===== src/rtl/i2s_pkg.sv =====
// Shared types and frame-geometry helpers for the I2S transmitter.
// WS leads the MSB by one slot (Philips format), hence the lead offset.
package i2s_pkg;

  typedef enum logic {IDLE, RUN} state_t;

  localparam int ws_lead_c = 1;

  function automatic int frame_len(input int width);
    return 2 * width;
  endfunction

  function automatic int ws_first(input int width);
    return width - ws_lead_c;
  endfunction

  function automatic int ws_last(input int width);
    return 2 * width - 1 - ws_lead_c;
  endfunction

endpackage


===== src/rtl/i2s_sclk_gen.sv =====
// Bit-clock divider: SCLK low for div_p cycles, then high for div_p cycles.
// slot_start marks the last cycle of a slot, so its closing edge opens the next slot.
module i2s_sclk_gen #(
  parameter int div_p = 4
) (
  input  logic clk_i,
  input  logic reset_ni,
  input  logic run,
  output logic sclk,
  output logic slot_start
);

  localparam int cw_c = (div_p > 1) ? $clog2(div_p) : 1;
  localparam logic [cw_c-1:0] last_c = cw_c'(div_p - 1);

  logic [cw_c-1:0] cnt;
  logic            half;

  always_ff @(posedge clk_i or negedge reset_ni) begin
    if (!reset_ni) begin
      cnt  <= '0;
      half <= 1'b0;
    end else if (!run) begin
      cnt  <= '0;
      half <= 1'b0;
    end else if (cnt == last_c) begin
      cnt  <= '0;
      half <= ~half;
    end else begin
      cnt <= cnt + cw_c'(1);
    end
  end

  assign sclk       = half;
  assign slot_start = run && half && (cnt == last_c);

endmodule


===== src/rtl/i2s_tx.sv =====
// Philips I2S transmitter: one-deep holding register feeding a frame shift register.
// Frames run back-to-back while enabled; an empty holder at a boundary sends zeros.
module i2s_tx
  import i2s_pkg::*;
#(
  parameter int width_p = 16,
  parameter int div_p   = 4
) (
  input  logic                 clk_i,
  input  logic                 reset_ni,
  input  logic                 en_i,
  input  logic [2*width_p-1:0] data_i,
  input  logic                 valid_i,
  output logic                 ready_o,
  output logic                 sclk_o,
  output logic                 ws_o,
  output logic                 sd_o,
  output logic                 underrun_o,
  output logic                 busy_o
);

  localparam int fl_c = frame_len(width_p);
  localparam int sw_c = $clog2(fl_c);
  localparam logic [sw_c-1:0] last_slot_c = sw_c'(fl_c - 1);
  localparam logic [sw_c-1:0] ws_first_c  = sw_c'(ws_first(width_p));
  localparam logic [sw_c-1:0] ws_last_c   = sw_c'(ws_last(width_p));

  state_t            state;
  logic [sw_c-1:0]   slot;
  logic [sw_c-1:0]   next_slot;
  logic [fl_c-1:0]   shreg;
  logic [fl_c-1:0]   hold;
  logic [fl_c-1:0]   next_word;
  logic              hold_full;
  logic              run;
  logic              slot_start;
  logic              load;
  logic              boundary;
  logic              start;
  logic              take;

  function automatic logic in_ws(input logic [sw_c-1:0] b);
    return (b >= ws_first_c) && (b <= ws_last_c);
  endfunction

  i2s_sclk_gen #(.div_p(div_p)) u_sclk_gen (
    .clk_i      (clk_i),
    .reset_ni   (reset_ni),
    .run        (run),
    .sclk       (sclk_o),
    .slot_start (slot_start)
  );

  assign run       = (state == RUN);
  assign busy_o    = run;
  assign load      = valid_i && ready_o;
  assign boundary  = run && slot_start && (slot == last_slot_c);
  assign start     = en_i && (boundary || ((state == IDLE) && hold_full));
  assign take      = start && hold_full;
  assign next_word = hold_full ? hold : '0;
  assign next_slot = slot + sw_c'(1);

  // en_i only matters at frame boundaries, so a mid-frame drop never truncates.
  always_ff @(posedge clk_i or negedge reset_ni) begin
    if (!reset_ni) begin
      state      <= IDLE;
      slot       <= '0;
      shreg      <= '0;
      hold       <= '0;
      hold_full  <= 1'b0;
      ready_o    <= 1'b0;
      sd_o       <= 1'b0;
      ws_o       <= 1'b0;
      underrun_o <= 1'b0;
    end else begin
      underrun_o <= 1'b0;

      if (load) begin
        hold      <= data_i;
        hold_full <= 1'b1;
        ready_o   <= 1'b0;
      end else if (take) begin
        hold_full <= 1'b0;
        ready_o   <= 1'b1;
      end else begin
        ready_o <= !hold_full;
      end

      if (start) begin
        state      <= RUN;
        slot       <= '0;
        shreg      <= next_word;
        sd_o       <= next_word[fl_c-1];
        ws_o       <= in_ws('0);
        underrun_o <= !hold_full;
      end else if (boundary) begin
        state <= IDLE;
        slot  <= '0;
        sd_o  <= 1'b0;
        ws_o  <= 1'b0;
      end else if (run && slot_start) begin
        slot  <= next_slot;
        shreg <= shreg << 1;
        sd_o  <= shreg[fl_c-2];
        ws_o  <= in_ws(next_slot);
      end
    end
  end

endmodule


===== config.mk =====
export PLATFORM = sky130hd
export DESIGN_NAME = i2s_tx
export DESIGN_NICKNAME = d
export VERILOG_FILES = /design/src/rtl/i2s_pkg.sv /design/src/rtl/i2s_sclk_gen.sv /design/src/rtl/i2s_tx.sv
export SDC_FILE = /design/constraint.sdc
export NUM_CORES = 1
export LEC_CHECK = 0
export BUFFER_PORTS_ARGS = -buffer_cell sky130_fd_sc_hd__buf_2
export CORE_UTILIZATION = 57
export DETAILED_ROUTE_END_ITERATION = 8
export GPL_TIMING_DRIVEN = 0
export PLACE_DENSITY = 0.78
export SLEW_MARGIN = 20
export SYNTH_ARGS = -nofsm -noshare
export SYNTH_HDL_FRONTEND = slang
export SYNTH_SLANG_ARGS = --single-unit

===== constraint.sdc =====
create_clock -name clk_i -period 3.82 [get_ports clk_i]
set_input_delay 0.191 -clock clk_i [delete_from_list [all_inputs] [get_ports clk_i]]
set_output_delay 0.191 -clock clk_i [all_outputs]
set_load 0.005 [all_outputs]

==> results.yml <==
outcome:
  status: "finished clean"
synthesis:
  netlist_area_sq_um: 3420
  synth-seq-area-share: 0.563
  synth_fp_nets: 353
  synth.distinct_cells: 35
  ys.warnings.count: 0
  synth-seq-cells: 77
  syn_inst: 312
  synth_area_per_cell_sq_um: 11.0
layout:
  area_growth_pct: 16.6
  drive_gt1_frac: 0.296
  multi_input_area_sq_um: 1350
  fin_nets: 407
  seqCellArea_sq_um: 1930
  fin_area_sq_um: 3990
  fill_cells: 422
  final_common_cell: "dfrtp_1"
  diodes: 0
  layout_common_cells: "dfrtp_1, nand2_1, buf_2"
drt:
  avgViaCountPerCell: 5.67
  num_vias: 2513
  drt_wl_total_microns: 6580
  routedWlPerCell_microns: 14.9
  remaining_drc_errors: 0
  drt-pass1-iter-count: 4
  dr.first_iter.drc_count: 108
  drtAntennaViolNets: 0
critical_path:
  start_kind: "flop"
  arrival_ns: 2.39
  end_kind: "flop"
  reg2reg_depth: 9
  cp.required_ns: 4.08
  cp_max_fo: 10
  critPathKind: "reg -> reg"
worst_hold_path:
  min_path_type: "in -> reg"
  hold-path-cell-count: 2
power:
  switching_power_uw: 948
  p_leak_nw: 1.80
  swShare: 0.317
  pwr-share-clk: 0.246
  power_density_nw_per_um2: 749
  internal-power_mw: 2.04
  seqPwrFrac: 0.471
  power_frac_comb: 0.282
  peakVddDrop_mv: 0.471
  totalPowerFinal_mw: 2.99
floorplanning:
  ios: 42
  start_util: 0.607
  core-area_sq_um: 5640
  die_h_microns: 79.5
  die-area_sq_um: 6320
  rows: 27
  die_w_microns: 79.5
placement:
  post-place-ws_ns: 1.75
  placed_cell_area_sq_um: 3740
  io_buffers: 41
  hpwl_microns: 4560
  place.gp.congestion: 0.757
clock_network:
  postCtsResizedCells: 0
  cts_inserted_buffers: 9
  cts-root-buf: "clkbuf_8"
  cts_sinks: 77
  htree_num_levels: 3
  path_clk_slew_ns: 0.08
  cts_tree: "built"
  clk_latency_ns: 0.35
  clock_path_buffers: 2
  postCtsSetupBuffers: 0
sta:
  rsz0062_at_grt: "no"
  finalSetupViolations: 0
  layout_worst_path_cycle_share: 0.556
  report.final.slew_viol_count: 0
  hold_viol_final: 0
  tightest_slew_ns: 0.484
  worst_slack_ns: 1.70
  max_slew_margin: 0.677
  finClkSkew_ns: 0.00723
  period_needed_ns: 2.12
  tns_ns: 0
  max_freq_mhz: 471
global_route:
  grt_max_degree: 41
  grt_pass1_vias: 2541
  grtUsageTotal: 0.236
  grt_overflow_total: 0
  grt_pass1_wl_microns: 11300
  antenna_found_initial: 0
job:
  max_cap_viol_count: 0
worst paths after layout:
check	start	endpoint	slack [ns]
worst min-delay path	data_i[24]	hold[24]	0.07
worst max-delay path	slot[0]	shreg[8]	1.70
max in group asynchronous	reset_ni	shreg[15]	2.91
worst max register to register	slot[0]	shreg[8]	1.70
worst min register to register	u_sclk_gen.cnt[0]	u_sclk_gen.cnt[0]	0.45
min in group asynchronous	reset_ni	u_sclk_gen.sclk	0.35
final cells by class:
cell class                      instances  area share
Sequential cell                        77       0.483
Multi-Input combinational cell        210       0.339
Timing Repair Buffer                   43      0.0596
Clock buffer                           10      0.0320
Buffer                                 20      0.0311
Clock inverter                          6      0.0279
Tap cell                               72      0.0226
Inverter                                5     0.00471
registers in the layout, summed over array words and instances, names as in the netlist:
| name | count |
|---|---|
| busy_o | 1 |
| hold | 32 |
| hold_full | 1 |
| ready_o | 1 |
| sd_o | 1 |
| shreg | 31 |
| slot | 5 |
| u_sclk_gen.cnt | 2 |
| u_sclk_gen.sclk | 1 |
| underrun_o | 1 |
| ws_o | 1 |
per-stage QoR:
step,cells,hold slack [ns],util
4_1_cts,443,0.0503,0.707
6_report,443,0.0654,0.707
3_3_place_gp,425,0.422,0.659
5_1_grt,443,0.0554,0.707
3_5_place_dp,426,0.189,0.663
2_1_floorplan,312,-0.105,-
logic make-up after synthesis:
logic type      Yosys count  synth area share
simple gates            123             0.165
flops                    77             0.563
compound gates           49             0.105
mux                      32             0.105
buf+inv                  25            0.0417
fa+ha+maj                 5            0.0183
xor+xnor                  1           0.00256
Yosys cell counts:
library cell,count,area [sq um]
dfrtp_1,77,1930
nand2_1,68,255
mux2_2,32,360
nand3_1,31,155
o211ai_1,30,225
buf_2,9,45.0
o21ai_0,8,40.0
buf_4,6,45.0
ha_1,5,62.6
inv_1,5,18.8
and2_1,4,25.0
nand2b_1,4,25.0
and3_1,3,18.8
clkbuf_1,3,11.3
nor3_1,3,15.0
a21o_1,2,15.0
buf_6,2,22.5
nand4b_1,2,17.5
nor2_1,2,7.51
a211o_1,1,8.76
a211oi_1,1,7.51
a21boi_2,1,11.3
a21oi_1,1,5.00
a21oi_2,1,8.76
a32o_1,1,10.0
and3b_1,1,8.76
and4_1,1,8.76
nand4_1,1,6.26
nor2_2,1,6.26
nor2b_1,1,6.26
nor3b_1,1,7.51
o21ba_2,1,10.0
o31ai_1,1,7.51
o41ai_1,1,8.76
xor2_1,1,8.76
critical path, stage by stage (launching register included):
cell and delay, ns:
dfrtp_1 0.47, ha_1 0.26, and3_1 0.18, ha_1 0.20, nand4_1 0.15, a21boi_2 0.19, buf_4 0.20, buf_6 0.16
nand3_1 0.09, o211ai_1 0.13
layer usage:
| layer | global-route usage | share of wire |
|---|---|---|
| met2 | 0.391 | 0.50 |
| met4 | 0.0873 | 0.013 |
| met1 | 0.300 | 0.45 |
| met5 | 0 | 0 |
| met3 | 0.0549 | 0.038 |
timing repair:
action,CTS,global route
hold buffers,1,0
setup endpoints to repair,0,0
endpoints found under the hold margin,37,0
power by group through the flow:
stage	clock (mW)	combinational [mW]	sequential, mW
floorplan	0	0.656	1.35
finish	0.736	0.844	1.41
CTS	0.745	0.857	1.41
detailed placement	0	0.852	1.42
global route	0.782	0.947	1.46
global placement	0	0.808	1.41
Note: power is estimated with default switching activity, not from simulation.
